[config.mk]
export PLATFORM = sky130hd
export DESIGN_NAME = opcode_extract_flat
export DESIGN_NICKNAME = d
export VERILOG_FILES = /design/src/rtl/decode_pkg.sv /design/src/rtl/opcode_extract_if.sv /design/src/rtl/prefix_classify.sv /design/src/rtl/opcode_extract.sv /design/src/flat_wrapper.sv
export SDC_FILE = /design/constraint.sdc
export NUM_CORES = 1
export LEC_CHECK = 0
export BUFFER_PORTS_ARGS = -buffer_cell sky130_fd_sc_hd__buf_2
export CAP_MARGIN = 20
export CORE_ASPECT_RATIO = 1.75
export CORE_MARGIN = 4
export CORE_UTILIZATION = 25
export CTS_CLUSTER_DIAMETER = 50
export DETAILED_ROUTE_END_ITERATION = 16
export GPL_TIMING_DRIVEN = 0
export HOLD_SLACK_MARGIN = 0.03
export MAX_ROUTING_LAYER = met4
export SYNTH_ARGS = -nofsm -noshare
export SYNTH_HDL_FRONTEND = slang
export SYNTH_HIERARCHICAL = 1
export SYNTH_SLANG_ARGS = --single-unit
[constraint.sdc]
create_clock -name clk -period 1.8 [get_ports clk]
set_input_delay 0.18 -clock clk [delete_from_list [all_inputs] [get_ports clk]]
set_output_delay 0.18 -clock clk [all_outputs]
set_load 0.01 [all_outputs]
[src/rtl/decode_pkg.sv]
// Shared decode constants for the opcode extractor: legacy prefix byte
// values, the 0F escape byte, segment and rep field encodings, FSM states.
package decode_pkg;

  localparam logic [7:0] PFX_ES     = 8'h26;
  localparam logic [7:0] PFX_CS     = 8'h2E;
  localparam logic [7:0] PFX_SS     = 8'h36;
  localparam logic [7:0] PFX_DS     = 8'h3E;
  localparam logic [7:0] PFX_FS     = 8'h64;
  localparam logic [7:0] PFX_GS     = 8'h65;
  localparam logic [7:0] PFX_OPSIZE = 8'h66;
  localparam logic [7:0] PFX_LOCK   = 8'hF0;
  localparam logic [7:0] PFX_REPNE  = 8'hF2;
  localparam logic [7:0] PFX_REP    = 8'hF3;
  localparam logic [7:0] ESC_0F     = 8'h0F;

  typedef enum logic [2:0] {
    SEG_ES = 3'd0,
    SEG_CS = 3'd1,
    SEG_SS = 3'd2,
    SEG_DS = 3'd3,
    SEG_FS = 3'd4,
    SEG_GS = 3'd5
  } seg_e;

  typedef enum logic [1:0] {
    REP_NONE = 2'b00,
    REP_NE   = 2'b01,
    REP_E    = 2'b10
  } rep_e;

  typedef enum logic [1:0] {
    S_PFX  = 2'd0,
    S_ESC  = 2'd1,
    S_HOLD = 2'd2
  } state_e;

endpackage

[src/rtl/opcode_extract_if.sv]
// Byte-stream input and held-opcode output of the opcode extractor.
// master: fetch unit / control store side; slave: the extractor.
interface opcode_extract_if;
  logic       byte_valid;
  logic [7:0] byte_data;
  logic       byte_ready;
  logic       op_valid;
  logic       op_ready;
  logic [7:0] opcode;
  logic       opcode_size;
  logic       pfx_opsize;
  logic [1:0] pfx_rep;
  logic       pfx_lock;
  logic       seg_ovr;
  logic [2:0] pfx_seg;
  logic [2:0] pfx_count;
  logic       fault;

  modport master (
    output byte_valid, byte_data, op_ready,
    input  byte_ready, op_valid, opcode, opcode_size, pfx_opsize,
           pfx_rep, pfx_lock, seg_ovr, pfx_seg, pfx_count, fault
  );

  modport slave (
    input  byte_valid, byte_data, op_ready,
    output byte_ready, op_valid, opcode, opcode_size, pfx_opsize,
           pfx_rep, pfx_lock, seg_ovr, pfx_seg, pfx_count, fault
  );
endinterface

[src/rtl/prefix_classify.sv]
// Pure combinational byte classifier: says whether a byte is a legacy
// prefix or the 0F escape, and which field a prefix writes.
module prefix_classify
  import decode_pkg::*;
(
  input  logic [7:0] byte_i,
  output logic       is_prefix_o,
  output logic       is_escape_o,
  output logic       is_seg_o,
  output logic [2:0] seg_code_o,
  output logic       is_rep_o,
  output logic [1:0] rep_code_o,
  output logic       is_opsize_o,
  output logic       is_lock_o
);

  // Decode the byte against the prefix table.
  always_comb begin
    is_escape_o = 1'b0;
    is_seg_o    = 1'b0;
    seg_code_o  = SEG_ES;
    is_rep_o    = 1'b0;
    rep_code_o  = REP_NONE;
    is_opsize_o = 1'b0;
    is_lock_o   = 1'b0;
    case (byte_i)
      PFX_ES:     begin is_seg_o = 1'b1; seg_code_o = SEG_ES; end
      PFX_CS:     begin is_seg_o = 1'b1; seg_code_o = SEG_CS; end
      PFX_SS:     begin is_seg_o = 1'b1; seg_code_o = SEG_SS; end
      PFX_DS:     begin is_seg_o = 1'b1; seg_code_o = SEG_DS; end
      PFX_FS:     begin is_seg_o = 1'b1; seg_code_o = SEG_FS; end
      PFX_GS:     begin is_seg_o = 1'b1; seg_code_o = SEG_GS; end
      PFX_OPSIZE: is_opsize_o = 1'b1;
      PFX_LOCK:   is_lock_o   = 1'b1;
      PFX_REPNE:  begin is_rep_o = 1'b1; rep_code_o = REP_NE; end
      PFX_REP:    begin is_rep_o = 1'b1; rep_code_o = REP_E; end
      ESC_0F:     is_escape_o = 1'b1;
      default:    ;
    endcase
    is_prefix_o = is_seg_o | is_rep_o | is_opsize_o | is_lock_o;
  end

endmodule

[src/rtl/opcode_extract.sv]
// Opcode extractor: consumes legacy prefixes and an optional 0F escape
// from a byte stream and holds the decoded opcode for the control store.
// Build option: OPCODE_PREFIX_CHECK_EN enables the prefix-limit fault
// (more than four prefixes); otherwise fault is tied low.
//
// state  | meaning
// S_PFX  | scanning prefix bytes, or waiting for the opcode byte
// S_ESC  | 0F seen, next accepted byte is the second opcode byte
// S_HOLD | opcode held on the output until the control store takes it
module opcode_extract
  import decode_pkg::*;
(
  input logic              clk,
  input logic              rst_n,
  input logic              flush,
  opcode_extract_if.slave  bus
);

  state_e     state_q, state_d;
  logic [7:0] opcode_q, opcode_d;
  logic       size_q, size_d;
  logic       opsize_q, opsize_d;
  logic [1:0] rep_q, rep_d;
  logic       lock_q, lock_d;
  logic       seg_ovr_q, seg_ovr_d;
  logic [2:0] seg_q, seg_d;
  logic [2:0] cnt_q, cnt_d;

  logic       byte_ready;
  logic       op_valid;
  logic       fault;

  logic       is_prefix, is_escape, is_seg, is_rep, is_opsize, is_lock;
  logic [2:0] seg_code;
  logic [1:0] rep_code;

  prefix_classify u_classify (
    .byte_i      (bus.byte_data),
    .is_prefix_o (is_prefix),
    .is_escape_o (is_escape),
    .is_seg_o    (is_seg),
    .seg_code_o  (seg_code),
    .is_rep_o    (is_rep),
    .rep_code_o  (rep_code),
    .is_opsize_o (is_opsize),
    .is_lock_o   (is_lock)
  );

  // FSM state register.
  always_ff @(posedge clk or negedge rst_n) begin
    if (!rst_n) state_q <= S_PFX;
    else        state_q <= state_d;
  end

  // Next-state logic; flush overrides everything, including a handshake.
  always_comb begin
    state_d = state_q;
    case (state_q)
      S_PFX: begin
        if (bus.byte_valid) begin
          if (is_escape)       state_d = S_ESC;
          else if (!is_prefix) state_d = S_HOLD;
        end
      end
      S_ESC:   if (bus.byte_valid) state_d = S_HOLD;
      S_HOLD:  if (bus.op_ready)   state_d = S_PFX;
      default: state_d = S_PFX;
    endcase
    if (flush) state_d = S_PFX;
  end

  // Handshake and fault outputs, decoded from the current state only.
  always_comb begin
    byte_ready = (state_q != S_HOLD);
    op_valid   = (state_q == S_HOLD);
`ifdef OPCODE_PREFIX_CHECK_EN
    fault      = op_valid && (cnt_q > 3'd4);
`else
    fault      = 1'b0;
`endif
  end

  // Next values for the prefix fields and the opcode latch.
  always_comb begin
    opcode_d  = opcode_q;
    size_d    = size_q;
    opsize_d  = opsize_q;
    rep_d     = rep_q;
    lock_d    = lock_q;
    seg_ovr_d = seg_ovr_q;
    seg_d     = seg_q;
    cnt_d     = cnt_q;
    case (state_q)
      S_PFX: begin
        if (bus.byte_valid) begin
          if (is_prefix) begin
            if (is_seg)    begin seg_ovr_d = 1'b1; seg_d = seg_code; end
            if (is_rep)    rep_d    = rep_code;
            if (is_opsize) opsize_d = 1'b1;
            if (is_lock)   lock_d   = 1'b1;
            cnt_d = (cnt_q == 3'd7) ? cnt_q : cnt_q + 3'd1;
          end else if (!is_escape) begin
            opcode_d = bus.byte_data;
            size_d   = 1'b0;
          end
        end
      end
      S_ESC: begin
        if (bus.byte_valid) begin
          opcode_d = bus.byte_data;
          size_d   = 1'b1;
        end
      end
      default: ;
    endcase
    // A consumed or flushed instruction starts the next one with no prefixes.
    if (flush || (state_q == S_HOLD && bus.op_ready)) begin
      opsize_d  = 1'b0;
      rep_d     = REP_NONE;
      lock_d    = 1'b0;
      seg_ovr_d = 1'b0;
      seg_d     = SEG_ES;
      cnt_d     = 3'd0;
    end
  end

  // Prefix field and opcode registers.
  always_ff @(posedge clk or negedge rst_n) begin
    if (!rst_n) begin
      opcode_q  <= 8'h00;
      size_q    <= 1'b0;
      opsize_q  <= 1'b0;
      rep_q     <= REP_NONE;
      lock_q    <= 1'b0;
      seg_ovr_q <= 1'b0;
      seg_q     <= SEG_ES;
      cnt_q     <= 3'd0;
    end else begin
      opcode_q  <= opcode_d;
      size_q    <= size_d;
      opsize_q  <= opsize_d;
      rep_q     <= rep_d;
      lock_q    <= lock_d;
      seg_ovr_q <= seg_ovr_d;
      seg_q     <= seg_d;
      cnt_q     <= cnt_d;
    end
  end

  assign bus.byte_ready  = byte_ready;
  assign bus.op_valid    = op_valid;
  assign bus.fault       = fault;
  assign bus.opcode      = opcode_q;
  assign bus.opcode_size = size_q;
  assign bus.pfx_opsize  = opsize_q;
  assign bus.pfx_rep     = rep_q;
  assign bus.pfx_lock    = lock_q;
  assign bus.seg_ovr     = seg_ovr_q;
  assign bus.pfx_seg     = seg_q;
  assign bus.pfx_count   = cnt_q;

endmodule

[src/flat_wrapper.sv]
// flat-port wrapper written by rule: the top's interface ports become plain ports
module opcode_extract_flat import decode_pkg::*;
  (clk, rst_n, flush, bus_byte_valid, bus_byte_data, bus_op_ready, bus_byte_ready, bus_op_valid, bus_opcode, bus_opcode_size, bus_pfx_opsize, bus_pfx_rep, bus_pfx_lock, bus_seg_ovr, bus_pfx_seg, bus_pfx_count, bus_fault);
  opcode_extract_if bus_i ();
  input logic clk;
  input logic rst_n;
  input logic flush;
  input wire logic [$bits(bus_i.byte_valid)-1:0] bus_byte_valid;
  input wire logic [$bits(bus_i.byte_data)-1:0] bus_byte_data;
  input wire logic [$bits(bus_i.op_ready)-1:0] bus_op_ready;
  output wire logic [$bits(bus_i.byte_ready)-1:0] bus_byte_ready;
  output wire logic [$bits(bus_i.op_valid)-1:0] bus_op_valid;
  output wire logic [$bits(bus_i.opcode)-1:0] bus_opcode;
  output wire logic [$bits(bus_i.opcode_size)-1:0] bus_opcode_size;
  output wire logic [$bits(bus_i.pfx_opsize)-1:0] bus_pfx_opsize;
  output wire logic [$bits(bus_i.pfx_rep)-1:0] bus_pfx_rep;
  output wire logic [$bits(bus_i.pfx_lock)-1:0] bus_pfx_lock;
  output wire logic [$bits(bus_i.seg_ovr)-1:0] bus_seg_ovr;
  output wire logic [$bits(bus_i.pfx_seg)-1:0] bus_pfx_seg;
  output wire logic [$bits(bus_i.pfx_count)-1:0] bus_pfx_count;
  output wire logic [$bits(bus_i.fault)-1:0] bus_fault;
  assign bus_i.byte_valid = bus_byte_valid;
  assign bus_i.byte_data = bus_byte_data;
  assign bus_i.op_ready = bus_op_ready;
  assign bus_byte_ready = bus_i.byte_ready;
  assign bus_op_valid = bus_i.op_valid;
  assign bus_opcode = bus_i.opcode;
  assign bus_opcode_size = bus_i.opcode_size;
  assign bus_pfx_opsize = bus_i.pfx_opsize;
  assign bus_pfx_rep = bus_i.pfx_rep;
  assign bus_pfx_lock = bus_i.pfx_lock;
  assign bus_seg_ovr = bus_i.seg_ovr;
  assign bus_pfx_seg = bus_i.pfx_seg;
  assign bus_pfx_count = bus_i.pfx_count;
  assign bus_fault = bus_i.fault;
  opcode_extract u_core (.clk(clk), .rst_n(rst_n), .flush(flush), .bus(bus_i));
endmodule
==> out/results.tsv <==
stage	metric	value	unit
critical_path	critPathCaptureType	register	
critical_path	cp.required	1.95	ns
cells_and_area	layout-drive-gt1-share	51.6	%
floorplanning	dieArea	0.00579	sq mm
timing	rsz0062_at_grt	true	
timing	tightest_slew	0.509	ns
place	port_buffers	34	
hold_path	hold_path_depth	2	
detailed_routing	vias	1028	
floorplanning	die_w	59.2	um
status	violations	setup timing	
critical_path	crit_chain	buf_8 > nand3b_4 > or4_4 > a32oi_4 > nor2_4 > o21ai_4 > buf_12 > mux2_4	
detailed_routing	first_pass_iters	4	
critical_path	path_max_fanout	8	
critical_path	reg2regPathDepth	4	
timing	hold_violations	0	
timing	fmaxAchievable	537	MHz
floorplanning	io_pins	36	
detailed_routing	wirelength	2.95	mm
synthesis	avgSynthCellArea	10.4	sq um
floorplanning	core	0.00444	sq mm
synthesis	netlist.area_leader.share	47.9	%
clocking	cts_buffer_depth	2	
clocking	insertion_delay	0.26	ns
clocking	clkTransAtPathRegs	0.08	ns
timing	fin_hold_ws	0.100	ns
pwr	leakagePower	0.000803	uW
clocking	root_buffer	clkbuf_8	
hold_path	hp-start	flush	
place	placed_cell_area	0.00143	sq mm
timing	slew_headroom	66.1	%
detailed_routing	avgRoutedWirePerCell	14.1	um
critical_path	slowest_stage	or4_4	
timing	fin_crit_sh	103	%
floorplanning	core.rowCount	32	
status	status	complete, but fails checks	
hold_path	min_to	u_core/state_q[1]$_DFFE_PN0P_	
clocking	numCtsBuffers	3	
cells_and_area	fin_area	0.00171	sq mm
synthesis	ys_ff_latch	22	
synthesis	synth_warnings	6	
timing	finalSetupViolations	8	
synthesis	syn_inst	110	
detailed_routing	drc	0	
hold_path	hp-class	input port to register	
critical_path	rrSetupSlack	0.35	ns
place	dp_hpwl	2.12	mm
global_routing	grt_pass1_vias	1057	
timing	skew	0.00363	ns
cells_and_area	antenna_cells	0	
pwr	vdd.ir_drop.worst	0.471	mV
cells_and_area	syn_to_final_growth	48.9	%
clocking	cts_tree	built	
detailed_routing	ant_nets	0	
global_routing	grt_overflow	0	
critical_path	start_kind	input port	
clocking	cts_max_level	1	
timing	fin_ws	-0.0614	ns
clocking	clock-sinks	22	
critical_path	r2r-start	u_core/bus.pfx_count[0]$_DFFE_PN0P_	
floorplanning	die_y	97.7	um
place	gp_congestion	0.763	
synthesis	synth_area_leader_cell	dfrtp_1	
timing	min_period	1.86	ns
critical_path	arrival	2.01	ns
floorplanning	initial_core_util	25.8	%
detailed_routing	avgViaCountPerCell	4.90	
global_routing	antenna_found_initial	0	
timing	drv_slew	0	
pwr	powerDensity	713	mW/mm^2
synthesis	synth.area.top_cells	dfrtp_1 48%, mux2_2 8.8%, a21oi_1 5.2%, o21ai_0 3.5%, nand3_1 2.6%	
critical_path	critPathKind	input port to register	
global_routing	grt_use_total	10.7	%
cells_and_area	finalNetCount	175	
synthesis	syn_nets	125	
global_routing	grt_max_degree	23	
critical_path	cpPeakStageDelay	0.55	ns
run	cap_violations	0	
critical_path	regToRegEndpoint	u_core/bus.pfx_count[0]$_DFFE_PN0P_	
synthesis	yosysSeqAreaShare	47.9	%
detailed_routing	dr.first_iter.drc_count	18	
global_routing	grt_pass1_wl	4.91	mm
synthesis	yosys.cell_types.count	34	
synthesis	syn_area	0.00115	sq mm
-- layout by cell type (no fill, tap or decap), drive strengths merged, types with 2 or more instances in the layout --
cell / n
nor2b: 2
mux2: 9
nor3: 2
and2: 2
or4b: 2
nand2b: 2
a22o: 2
clkbuf: 3
nand3: 6
nor2: 8
a21oi: 12
nand3b: 3
dfrtp: 22
o21ai: 10
inv: 6
nand2: 4
or3: 2
ha: 2
buf: 47
-- worst max path at each step --
stage | startpoint | end | cells after the start
3_5_place_dp | bus_byte_data[3] | u_core/bus.opcode[7]$_DFFE_PN0P_ | 7
2_1_floorplan | bus_byte_data[7] | u_core/bus.opcode[2]$_DFFE_PN0P_ | 6
4_1_cts | bus_byte_data[1] | u_core/bus.opcode[3]$_DFFE_PN0P_ | 8
3_3_place_gp | bus_byte_data[3] | u_core/bus.opcode[7]$_DFFE_PN0P_ | 7
6_report | bus_byte_data[3] | u_core/bus.opcode[4]$_DFFE_PN0P_ | 8
5_1_grt | bus_byte_data[3] | u_core/bus.opcode[6]$_DFFE_PN0P_ | 8
-- cell usage after synthesis --
| master | number |
|---|---|
| a21o_1 | 1 |
| a21oi_1 | 12 |
| a22o_1 | 2 |
| a32oi_1 | 1 |
| and2_1 | 2 |
| and2b_1 | 1 |
| and3_2 | 1 |
| and4bb_2 | 1 |
| buf_2 | 2 |
| buf_4 | 1 |
| conb_1 | 1 |
| dfrtp_1 | 22 |
| ha_1 | 2 |
| inv_1 | 6 |
| mux2_2 | 9 |
| nand2_1 | 4 |
| nand2b_1 | 2 |
| nand3_1 | 6 |
| nand3b_1 | 2 |
| nand3b_4 | 1 |
| nand4bb_4 | 1 |
| nor2_1 | 8 |
| nor2b_1 | 2 |
| nor3_1 | 2 |
| nor3b_1 | 1 |
| nor4b_1 | 1 |
| o21a_1 | 1 |
| o21ai_0 | 8 |
| o21ai_1 | 1 |
| o21ai_2 | 1 |
| or3_1 | 2 |
| or4_1 | 1 |
| or4b_1 | 1 |
| or4b_4 | 1 |
-- metrics by stage --
stage	setup TNS, ns	setup slack, ns	total power, uW	util, %	cells
2_1_floorplan	-1.36	-0.179	640	-	110
3_3_place_gp	-6.29	-0.463	719	32.1	195
3_5_place_dp	-6.72	-0.484	722	32.1	195
4_1_cts	-0.519	-0.0656	1230	36.1	205
5_1_grt	-0.996	-0.0978	1270	38.5	210
6_report	-0.479	-0.0614	1220	38.5	210
-- worst max-delay path: cells and delay by family --
| kind | cells | cell delay, ns |
|---|---|---|
| buffers and inverters | 2 | 0.26 |
| AOI/OAI and AO/OA | 2 | 0.48 |
| and+or+nand+nor | 3 | 0.81 |
| muxes | 1 | 0.30 |
-- what timing repair did --
action / CTS / global route
setup endpoints to repair: 10 / 19
resized for setup: 13 / 22
hold endpoints to repair: 22 / 0
hold buffers: 1 / 0
cloned: 0 / 1
pin swaps: 5 / 9
buffers inserted: 5 / 4
-- power breakdown --
part,internal [uW],switching [uW],total (uW)
sequential,524,16.3,540
combinational,117,103,219
clock,297,164,461
-- area by class of cell --
cell class,instances,area (sq um)
timing repair buffer,45,298
clock buffer,3,41.3
fill,450,2730
inverter,6,22.5
multi-input combinational,79,681
clock inverter,1,30.0
tap,51,63.8
sequential,22,551
buffer,3,23.8
-- registers in the layout (all words and copies together) (netlist names) --
name / count
u_core/bus.opcode: 8
u_core/bus.pfx_seg: 3
u_core/bus.pfx_rep: 2
u_core/bus.seg_ovr: 1
u_core/bus.pfx_lock: 1
u_core/bus.pfx_opsize: 1
u_core/bus.pfx_count: 3
u_core/bus.opcode_size: 1
u_core/state_q: 2
-- layer usage --
layer,track usage [%],up-vias,share of wire [%]
met2,18.3,21,55
met1,13.2,519,41
met3,0.798,2,3.8
met4,2.62,0,0.47
li1,-,486,-
met5,-,-,0
-- cells by family (layout without fill, tap and decap cells) --
group / Yosys count / count (layout) / synth area share [%]
AND/OR/NAND/NOR: 40 / 40 / 23.7
AO/OA/AOI/OAI: 27 / 27 / 13.5
flip-flops: 22 / 22 / 47.9
multiplexers: 9 / 9 / 8.82
buffers and inverters: 9 / 58 / 3.49
adder cells (fa/ha/maj): 2 / 2 / 2.18
other: 1 / 1 / 0.326
(Power assumes the default switching activity.)
